===== config.mk =====
export PLATFORM = sky130hd
export DESIGN_NAME = bin2bcd_seq_flat
export DESIGN_NICKNAME = d
export VERILOG_FILES = /design/src/rtl/bcd_pkg.sv /design/src/rtl/bin2bcd_seq_if.sv /design/src/rtl/bcd_digit_adj.sv /design/src/rtl/bin2bcd_seq.sv /design/src/flat_wrapper.sv
export SDC_FILE = /design/constraint.sdc
export NUM_CORES = 1
export LEC_CHECK = 0
export CAP_MARGIN = 0
export CORE_ASPECT_RATIO = 0.9
export CORE_MARGIN = 8
export CORE_UTILIZATION = 55
export DETAILED_ROUTE_END_ITERATION = 7
export GPL_TIMING_DRIVEN = 0
export PLACE_DENSITY = 0.79
export SLEW_MARGIN = 20
export SYNTH_ARGS = -nofsm -noshare
export SYNTH_HDL_FRONTEND = slang
export SYNTH_HIERARCHICAL = 1
export SYNTH_SLANG_ARGS = --single-unit

===== constraint.sdc =====
create_clock -name clk -period 2.1 [get_ports clk]
set_input_delay 0.315 -clock clk [delete_from_list [all_inputs] [get_ports clk]]
set_output_delay 0.315 -clock clk [all_outputs]
set_load 0.03 [all_outputs]

===== src/rtl/bcd_pkg.sv =====
// rtl/bcd_pkg.sv - shared constants, types and sizing helper for the BCD converter
package bcd_pkg;

    localparam logic [3:0] BCD_ADJ_THRESHOLD = 4'd5;
    localparam logic [3:0] BCD_ADJ_VALUE     = 4'd3;

    typedef enum logic {
        ST_IDLE  = 1'b0,
        ST_SHIFT = 1'b1
    } state_t;

    // ceil(n * log10(2)) with log10(2) taken as 0.30103; n*log10(2) is never integral for n > 0
    function automatic int bcd_digits_for(input int n);
        return (n * 30103 + 99999) / 100000;
    endfunction

endpackage


===== src/rtl/bin2bcd_seq_if.sv =====
// rtl/bin2bcd_seq_if.sv - start/done handshake and result bus of the BCD converter
interface bin2bcd_seq_if #(
    parameter int N = 8,
    parameter int D = 3
);
    logic             start;
    logic [N-1:0]     binary_in;
    logic             busy;
    logic             done;
    logic [4*D-1:0]   bcd_out;
    logic             overflow;

    modport master (
        output start,
        output binary_in,
        input  busy,
        input  done,
        input  bcd_out,
        input  overflow
    );

    modport slave (
        input  start,
        input  binary_in,
        output busy,
        output done,
        output bcd_out,
        output overflow
    );
endinterface


===== src/rtl/bcd_digit_adj.sv =====
// rtl/bcd_digit_adj.sv - one double-dabble digit correction (add 3 when >= 5)
module bcd_digit_adj
    import bcd_pkg::*;
(
    input  logic [3:0] i_digit,
    output logic [3:0] o_digit
);
    assign o_digit = (i_digit >= BCD_ADJ_THRESHOLD) ? (i_digit + BCD_ADJ_VALUE) : i_digit;
endmodule


===== src/rtl/bin2bcd_seq.sv =====
// rtl/bin2bcd_seq.sv - sequential shift-and-add-3 binary-to-BCD converter, one bit per clock
module bin2bcd_seq
    import bcd_pkg::*;
#(
    parameter int N = 8,
    parameter int D = 3
) (
    input  logic          clk,
    input  logic          reset,
    bin2bcd_seq_if.slave  bus
);
    localparam int CW = $clog2(N + 1);

    generate
        if (N < 2 || N > 32 || D < 1) begin : g_bad_params
            $info("bin2bcd_seq: N=%0d must be 2..32 and D=%0d must be >= 1", N, D);
        end else if (D < bcd_digits_for(N)) begin : g_narrow
            $info("bin2bcd_seq: D=%0d digits cannot hold every %0d-bit value; overflow will be flagged", D, N);
        end
    endgenerate

    state_t           r_state, w_state_nxt;
    logic [CW-1:0]    r_cnt, w_cnt_nxt;
    logic [N-1:0]     r_bin, w_bin_nxt;
    logic [4*D-1:0]   r_scr, w_scr_nxt;
    logic             r_ovf_scr, w_ovf_scr_nxt;
    logic [4*D-1:0]   r_bcd, w_bcd_nxt;
    logic             r_ovf, w_ovf_nxt;
    logic             r_done, w_done_nxt;

    logic [4*D-1:0]   w_adj;
    logic [4*D-1:0]   w_shift_scr;
    logic             w_shift_ovf;
    logic             w_last;

    generate
        for (genvar g = 0; g < D; g++) begin : g_adj
            bcd_digit_adj u_adj (
                .i_digit (r_scr[4*g +: 4]),
                .o_digit (w_adj[4*g +: 4])
            );
        end
    endgenerate

    // The bit leaving the top digit would start digit D; any such bit means value >= 10^D
    assign w_shift_scr = {w_adj[4*D-2:0], r_bin[N-1]};
    assign w_shift_ovf = r_ovf_scr | w_adj[4*D-1];
    assign w_last      = (r_cnt == CW'(N - 1));

    always_ff @(posedge clk) begin
        if (reset) begin
            r_state   <= ST_IDLE;
            r_cnt     <= '0;
            r_bin     <= '0;
            r_scr     <= '0;
            r_ovf_scr <= 1'b0;
            r_bcd     <= '0;
            r_ovf     <= 1'b0;
            r_done    <= 1'b0;
        end else begin
            r_state   <= w_state_nxt;
            r_cnt     <= w_cnt_nxt;
            r_bin     <= w_bin_nxt;
            r_scr     <= w_scr_nxt;
            r_ovf_scr <= w_ovf_scr_nxt;
            r_bcd     <= w_bcd_nxt;
            r_ovf     <= w_ovf_nxt;
            r_done    <= w_done_nxt;
        end
    end

    always_comb begin
        w_state_nxt   = r_state;
        w_cnt_nxt     = r_cnt;
        w_bin_nxt     = r_bin;
        w_scr_nxt     = r_scr;
        w_ovf_scr_nxt = r_ovf_scr;
        w_bcd_nxt     = r_bcd;
        w_ovf_nxt     = r_ovf;
        w_done_nxt    = 1'b0;

        case (r_state)
            ST_IDLE: begin
                if (bus.start) begin
                    w_bin_nxt     = bus.binary_in;
                    w_scr_nxt     = '0;
                    w_ovf_scr_nxt = 1'b0;
                    w_cnt_nxt     = '0;
                    w_state_nxt   = ST_SHIFT;
                end
            end
            ST_SHIFT: begin
                w_bin_nxt     = {r_bin[N-2:0], 1'b0};
                w_scr_nxt     = w_shift_scr;
                w_ovf_scr_nxt = w_shift_ovf;
                w_cnt_nxt     = r_cnt + 1'b1;
                if (w_last) begin
                    w_bcd_nxt   = w_shift_scr;
                    w_ovf_nxt   = w_shift_ovf;
                    w_done_nxt  = 1'b1;
                    w_state_nxt = ST_IDLE;
                end
            end
            default: begin
                w_state_nxt = ST_IDLE;
            end
        endcase
    end

    assign bus.busy     = (r_state == ST_SHIFT);
    assign bus.done     = r_done;
    assign bus.bcd_out  = r_bcd;
    assign bus.overflow = r_ovf;

endmodule


===== src/flat_wrapper.sv =====
// flat-port wrapper written by rule: the top's interface ports become plain ports
module bin2bcd_seq_flat import bcd_pkg::*;
#(
    parameter int N = 8,
    parameter int D = 3
)
  (clk, reset, bus_start, bus_binary_in, bus_busy, bus_done, bus_bcd_out, bus_overflow);
  bin2bcd_seq_if #(.N(N), .D(D)) bus_i ();
  input  logic clk;
  input  logic reset;
  input wire logic [$bits(bus_i.start)-1:0] bus_start;
  input wire logic [$bits(bus_i.binary_in)-1:0] bus_binary_in;
  output wire logic [$bits(bus_i.busy)-1:0] bus_busy;
  output wire logic [$bits(bus_i.done)-1:0] bus_done;
  output wire logic [$bits(bus_i.bcd_out)-1:0] bus_bcd_out;
  output wire logic [$bits(bus_i.overflow)-1:0] bus_overflow;
  assign bus_i.start = bus_start;
  assign bus_i.binary_in = bus_binary_in;
  assign bus_busy = bus_i.busy;
  assign bus_done = bus_i.done;
  assign bus_bcd_out = bus_i.bcd_out;
  assign bus_overflow = bus_i.overflow;
  bin2bcd_seq #(.N(N), .D(D)) u_core (.clk(clk), .reset(reset), .bus(bus_i));
endmodule

### After elaboration in Yosys (flattened, before gate mapping)

Cells that the tools add are included.
Widths: inputs -> output; s select.

* flip-flop bits (word level): 40
* output and inout port bits: 15
* logic and storage cells: 36

* add/subtract/negate cells: 4
* order comparisons: 3
* eq/ne operators: 2
* mux-type cells: 15
* bitwise logic cells: 2
* reductions and logical operators: 2

Operators by type and width (number)
* $pmux 12 s2: 1
* $mux 4: 4
* $pmux 8 s2: 1
* $add 4x2->4 const B: 3
* $ge 4x3->1 const B: 3
* $mux 12: 1
* $mux 8: 1
* $pmux 4 s2: 1
* $add 4x1->4 const B: 1
* $eq 4x3->1 const B: 1
* $mux 1: 4
* $pmux 1 s2: 2
* $ne 2x2->1 const B: 1
* $reduce_and 2->1: 1
* $reduce_or 2->1: 1
* $not 1->1: 1
* $or 1x1->1: 1

### Longest topological paths before layout

Gate-level depths: netlist of the first run.

* depth in word-level cells: 4
* depth in mapped cells: 7
* mapped depth without buffers: 7

### Cells and area by module

The synthesis of the first run kept the hierarchy.

Modules (own cells, without submodules)
* bin2bcd_seq: instances 1, cells each 177, area each 1635.3 µm², sequential area each 800.8 µm²
* bcd_digit_adj: instances 3, cells each 16, area each 101.3 µm², sequential area each 0.0 µm²

### Least setup slack after synthesis of the first run

OpenSTA, ideal clock, no wires.

* kind: flip-flop to flip-flop
* start: register u_core.r_scr[9]
* end: register u_core.r_bcd[10], in the netlist u_core/bus.bcd_out[10]
* library setup time: 0.070 ns
* arrival: 1.270 ns
* required time: 2.030 ns
* path slack: 0.760 ns
* stages on the path, launching flop included: 8
* clock period less this slack: 1.340 ns
* path through: dfxtp_1 inv_1 ha_1 nand2b_1 a21oi_2 mux2i_1 nand2_1 a21oi_2

* cells in the longest elaborated chain, start to end: 2
* elaborated cells between the ends (all ways): 3
* classes of those cells: add/sub: 1; order compare: 1; mux: 1

Ends and longest elaborated chain
* start, declared: RTL line bin2bcd_seq.sv:25 `logic [4*D-1:0] r_scr, w_scr_nxt;`
* start signal, assigned: RTL line bin2bcd_seq.sv:64 `r_scr <= w_scr_nxt;`
* $add 4x2->4 / $ge 4x3->1 (equally long branches): RTL line bcd_digit_adj.sv:8 `assign o_digit = (i_digit >= BCD_ADJ_THRESHOLD) ? (i_digit + BCD_ADJ_VALUE) : i_digit;`
* $mux 4 *: RTL line bcd_digit_adj.sv:8
* net u_core.w_adj[9]: RTL line bin2bcd_seq.sv:31 `logic [4*D-1:0] w_adj;`
* end signal, assigned: RTL line bin2bcd_seq.sv:66 `r_bcd <= w_bcd_nxt;`
* end, declared: RTL line bin2bcd_seq.sv:27 `logic [4*D-1:0] r_bcd, w_bcd_nxt;`

Mark *: on every way through the listed nets, which the timed path passes. The rest lies on a longest branch.
A chain may end at the register's enable or synchronous reset.

### Worst setup path after layout of the first run

* start: register u_core.r_bcd[1], in the netlist u_core/bus.bcd_out[1]
* end: output port bus_bcd_out[1]

RTL lines
* end, declared: RTL line flat_wrapper.sv:15 `output wire logic [$bits(bus_i.bcd_out)-1:0] bus_bcd_out;`

No word-level cell between the ends.

==> qor.csv, run 1 <==
metric;value;unit
Hold Buf Count CTS;0;
final setup fails;0;
routed vias/inst;5.173;
Post-Syn Area;1939;µm²
Lkg Pwr;0.8746;nW
Async S/R FF share, synth;0;%
WHS Endpoint;u_core/r_scr[8]$_SDFFE_PP0P_;
clk root buf;clkbuf_8;
antenna violations before repair;0;
Avg Inst Size Synth;8.619;µm²
Die Footprint;5685;µm²
fin crit period;1.636;ns
DRC;0;
Synth top area share;41.29;%
Die Width;78.60;µm
WHS Path Cells;2;
total CTS buffers;5;
ANT cells;0;
Multi-input gate area;1006;µm²
Die H;72.34;µm
first-pass GRT wire length;6582;µm
worst hold path startpoint;reset;
maximum fanout along the worst path;2;
Worst R2R Start;u_core/r_scr[5]$_SDFFE_PP0P_;
GRT overflow;0;
Crit path depth;1;
max-slew violation count;0;
pwr/cell area;650.4;nW/µm²
Critical Path Sink Type;output pin;
crit path kind;reg2out;
CP top delay family;buffers and inverters;
max cap viols;0;
Avg WL per Cell;13.40;µm
top cells by count, synth;40 x dfxtp_1, 37 x nand2_1, 27 x nor2_1, 20 x a21oi_1, 13 x nor3b_1;
Synth area leader;dfxtp_1;
Hold Path Class;in2reg;
detailed-router iteration count before antenna repair;4;
actual slew at the worst max-slew pin;0.7229;ns
cells resized by post-CTS repair;0;
slew margin rel.;51.80;%
RSZ-0062 raised after global routing;false;
Slowest-stage cell, CP;clkdlybuf4s50_1;
outcome;complete, no violations;
Starting Density;57.41;%
pre-CTS setup slack;0.5921;ns
largest net degree at the start of global routing;13;
layout cells sized above 1;14.06;%
Core ar.;3378;µm²
flop-to-flop setup slack;0.57;ns
H-tree depth;2;
number of port buffers;23;
num ports;26;
setup_tns;0;ns
vias;1552;
Post-CTS Setup Repair Bufs;0;
crit-path max cell delay;0.68;ns
Top FF cell, synth;dfxtp_1;
post-synthesis cell type count;26;
synthesized net count;243;
DRT Wirelength;4019;µm
CTS sink cnt;40;
# nets final;273;
Yosys warnings;6;
Tot Pwr;1.517;mW
Clk pin slew, worst setup/hold paths;0.08;ns
GPL Wtd Cong;0.8077;
CP bufs+invs;1;
RR Endpoint;u_core/bus.bcd_out[6]$_SDFFE_PP0P_;
vias in the first global route;1421;
fill count;294;
Post-DP Area;2225;µm²
Row Count;20;
Util after Layout;69.04;%
Worst EP arrival;1.32;ns
FF+latch area;800.8;µm²
worst vdd ir;0.4414;mV
worst-case clock buffer depth;2;
DPL Wire Length;2950;µm
Worst Setup Start Kind;flip-flop;
Final Worst Setup Slack;0.4639;ns
most frequent cell after synthesis;dfxtp_1;
reg2reg path depth;7;
Final ANT Viol Nets;0;
worst-path cell chain;clkdlybuf4s50_1;
register bit count reported by yosys;40;
Worst Path Required;1.78;ns
Tcrit/Tclk final;77.91;%
final hold violations;0;
Clk Latency, worst-skew pair;0.29;ns
Fmax;611.2;MHz
GRT Util Overall;14.44;%
synth top area cells;dfxtp_1 41%, nand2_1 7.2%, mux2i_1 6.2%;
iteration-0 DRC count of the detailed router;112;
post-route cell area;2332;µm²
clk_skew;0.007504;ns
Area Growth Syn to Fin;20.26;%
EDFF count, synth;0;
post-synthesis cell count;225;
register area share after synthesis;41.29;%
CTS tree;built;
[where the power goes]
group,switching [mW],internal [mW],total [mW]
Sequential,0.00922,0.772,0.781
Combinational,0.0648,0.0571,0.122
Clock,0.261,0.353,0.614
Total,0.335,1.18,1.52
[final cells by class]
cell class	instances	area share [%]
Multi-Input combinational cell	162	43.13
Inverter	8	1.288
Buffer	15	4.399
Timing Repair Buffer	23	9.871
Sequential cell	40	34.33
Clock inverter	2	1.502
Tap cell	44	2.361
Clock buffer	6	3.112
[kinds of logic (layout without fill, tap and decap cells)]
group           after synthesis  count (layout)  synth area share [%]
simple gates                 91              91                 21.87
buf+inv                      23              54                 6.838
compound gates               42              42                 13.48
flops                        40              40                 41.29
fa+ha+maj                     7               7                 4.516
xor+xnor                      3               3                 1.355
mux                          19              19                 10.65
[sequential cells by signal, indices dropped and copies added, names as in the netlist]
register	flops
u_core/bus.done	1
u_core/bus.overflow	1
u_core/bus.busy	1
u_core/r_bin	8
u_core/r_scr	12
u_core/r_ovf_scr	1
u_core/r_cnt	4
u_core/bus.bcd_out	12
[layout by cell type (no fill, tap or decap)]
cell and count:
bufinv_16 1, buf_1 1, nand2b_1 6, clkbuf_1 5, clkinv_2 1, a211oi_1 1
clkbuf_8 5, xnor2_1 3, buf_2 4, a41oi_1 1, clkdlybuf4s50_1 23, dfxtp_1 40
ha_1 7, nand2_1 37, nand3_1 1, nor3b_1 13, o21ai_1 3, buf_4 1
a21oi_1 20, mux2_4 2, o21ai_0 5, mux2i_1 12, buf_6 5, nor3_1 5
and4b_1 1, a21oi_2 12, inv_1 8, mux2_2 5, nor2_1 27, nand4b_1 1
[per-stage QoR]
stage	hold WS, ns	std cells
final	0.4174	300
after global routing	0.4238	300
after CTS	0.3962	300
after detailed placement	0.4505	292
after global placement	0.4427	292
after floorplan	0.4428	225
[routing by layer]
layer  GRT usage (%)  vias to the layer above  wire, µm
met3           5.309                        2       216
met1           17.19                      711      1911
met4           4.312                        0        19
met2           23.62                       31      1872
met5               0                        -         0
li1                -                      808         -
[how the worst max path moves through the flow]
| stage | to | start | slack, ns |
|---|---|---|---|
| after floorplan | u_core/bus.bcd_out[10]$_SDFFE_PP0P_ | u_core/r_scr[9]$_SDFFE_PP0P_ | 0.76 |
| after global placement | u_core/bus.bcd_out[2]$_SDFFE_PP0P_ | u_core/r_scr[1]$_SDFFE_PP0P_ | 0.63 |
| after detailed placement | u_core/bus.bcd_out[6]$_SDFFE_PP0P_ | u_core/r_scr[5]$_SDFFE_PP0P_ | 0.59 |
| after CTS | bus_bcd_out[1] | u_core/bus.bcd_out[1]$_SDFFE_PP0P_ | 0.44 |
| after global routing | bus_busy | u_core/bus.busy$_SDFF_PP0_ | 0.42 |
| final | bus_bcd_out[1] | u_core/bus.bcd_out[1]$_SDFFE_PP0P_ | 0.46 |
Power figures use the tool's default switching activity.
==> run 2: changes to the inputs <==
- CORE_UTILIZATION: 55 -> 49
- PLACE_DENSITY: 0.79 -> 0.74
- clock period: 2.1 -> 1.3 ns (I/O delays scaled with it)
==> run 2 against run 1 <==
Effect of this change:
- clock-buffer cell count unchanged
- global-route usage up 1.1 points
- sequential share of layout area decreased by 3.4 points
- final area grew 14%
- critical path depth is 6 higher
- the flow now finishes with violations (setup timing)
- flip-flop and latch count did not move
- largest power group unchanged
==> qor.csv, run 2 (synthesis gave the netlist of run 1 again) <==
metric;value;unit;change
slew margin rel.;50.40;%;-1.4 points
outcome;finished, violations left;;
Critical Path Sink Type;flip-flop;;
first-pass GRT wire length;7389;µm;+12%
Combinational Power Share;9.3;%;+1.3 points
pre-CTS setup slack;-0.1547;ns;-0.7467 ns
final hold violations;0;;unchanged
DPL Wire Length;2926;µm;-0.81%
total CTS buffers;5;;unchanged
Tcrit/Tclk final;114.1;%;
CTS sink cnt;40;;unchanged
Tot Pwr;2.330;mW;+54%
actual slew at the worst max-slew pin;0.7440;ns;+0.02105 ns
fin crit period;1.484;ns;
Sw Ratio;24.22;%;+2.1 points
clk_skew;0.006457;ns;-0.001047 ns
largest net degree at the start of global routing;13;;unchanged
number of port buffers;23;;unchanged
Avg WL per Cell;15.61;µm;+16%
Fmax;673.9;MHz;
RSZ-0062 raised after global routing;true;;
ANT cells;0;;unchanged
post-placement cell count;294;;+0.68%
sequential power share;53.9;%;+2.4 points
crit path kind;reg2reg;;
Lkg Pwr;1.059;nW;+21%
detailed-router iteration count before antenna repair;4;;unchanged
commonest non-fill, non-tap cells in the layout;36 x nand2_1, 31 x dfxtp_1, 27 x nor2_1;;
Clk pin slew, worst setup/hold paths;0.08;ns;about the same
DRC;0;;unchanged
H-tree depth;2;;unchanged
DRT Wirelength;4916;µm;+22%
clk root buf;clkbuf_8;;
Hold Buf Count CTS;0;;unchanged
max-slew violation count;0;;unchanged
failing checks;setup timing;;
CTS tree;built;;
Final ANT Viol Nets;0;;unchanged
layout cells sized above 1;31.97;%;+18 points
Core ar.;3757;µm²;+11%
hold_ws;0.2824;ns;-0.1349 ns
iteration-0 DRC count of the detailed router;120;;+7.1%
# nets final;286;;+4.8%
Die Footprint;6230;µm²;+9.6%
Sw Pwr;564.4;µW;+68%
routed vias/inst;5.479;;+5.9%
Worst Setup Start Kind;flip-flop;;
num ports;26;;unchanged
vias;1726;;+11%
max cap viols;0;;unchanged
pwr/cell area;877.1;nW/µm²;+35%
Util after Layout;70.70;%;+1.7 points
commonest non-fill, non-tap cell in the layout;nand2_1;;
internal power;1.766;mW;+49%
Die Width;82.32;µm;+4.7%
Hold Path Class;in2reg;;
Worst EP arrival;1.72;ns;+0.40 ns
antenna violations before repair;0;;unchanged
Die H;75.69;µm;+4.6%
Row Count;21;;+5.0%
fin cells;315;;+5.0%
maximum fanout along the worst path;3;;+1
Clk Latency, worst-skew pair;0.30;ns;about the same
final setup fails;11;;+11
GPL Wtd Cong;0.7603;;-5.9%
Worst Path Required;1.53;ns;-0.25 ns
worst vdd ir;0.5757;mV;+30%
worst-case clock buffer depth;2;;unchanged
GRT Util Overall;15.55;%;+1.1 points
Area Growth Syn to Fin;36.97;%;
Starting Density;51.62;%;-5.8 points
setup_tns;-0.9360;ns;-0.9360 ns
vias in the first global route;1621;;+14%
clock network fraction of design power;36.8;%;-3.7 points
Final Worst Setup Slack;-0.1838;ns;-0.6477 ns
GRT overflow;0;;unchanged
Post-DP Area;2266;µm²;+1.9%
post-route cell area;2656;µm²;+14%
[run 2: per-layer routing]
metal	part of all wire, %	GRT usage [%]
met1	44	19.09
met2	49	24.33
met3	4.8	3.892
met4	2.8	8.560
met5	0	0
[run 2: path summary, 6_finish.rpt]
kind,from,end,slack [ns],depth (start not counted)
worst max-delay path,u_core/r_scr[9]$_SDFFE_PP0P_,u_core/bus.bcd_out[10]$_SDFFE_PP0P_,-0.18,7
worst min-delay path,reset,u_core/r_scr[9]$_SDFFE_PP0P_,0.28,2
worst max register to register,u_core/r_scr[9]$_SDFFE_PP0P_,u_core/bus.bcd_out[10]$_SDFFE_PP0P_,-0.18,7
worst min register to register,u_core/bus.bcd_out[11]$_SDFFE_PP0P_,u_core/bus.bcd_out[11]$_SDFFE_PP0P_,0.46,2
[run 2: layout make-up]
class                      count  area [µm²]
sequential                    40       822.0
clock buffer                   6       82.58
inverter                       8       37.54
tap                           46       57.56
timing repair buffer          36       331.6
fill                         279        1101
buffer                        15       110.1
multi-input combinational    162        1205
clock inverter                 2       10.01
[run 2: power groups by stage]
stage | logic [mW] | clock network, mW | registers, mW
5_1_grt | 0.234 | 0.926 | 1.26
3_5_place_dp | 0.199 | 0 | 1.29
6_report | 0.217 | 0.857 | 1.26
4_1_cts | 0.208 | 0.876 | 1.26
2_1_floorplan | 0.135 | 0 | 1.29
3_3_place_gp | 0.197 | 0 | 1.29
[run 2: repair_timing]
| action | in CTS | in global routing |
|---|---|---|
| setup endpoints to repair | 35 | 21 |
| setup buffers | 8 | 4 |
| pin swaps | 10 | 12 |
| resized for setup | 41 | 26 |
| cloned | 0 | 1 |
[run 2: worst max-delay path: stages, from the launching register on]
cell      delay [ns]
dfxtp_2         0.37
inv_4           0.06
ha_4            0.14
nand2b_4        0.14
a21oi_4         0.14
mux2i_1         0.30
nand2_1         0.12
a21oi_2         0.14
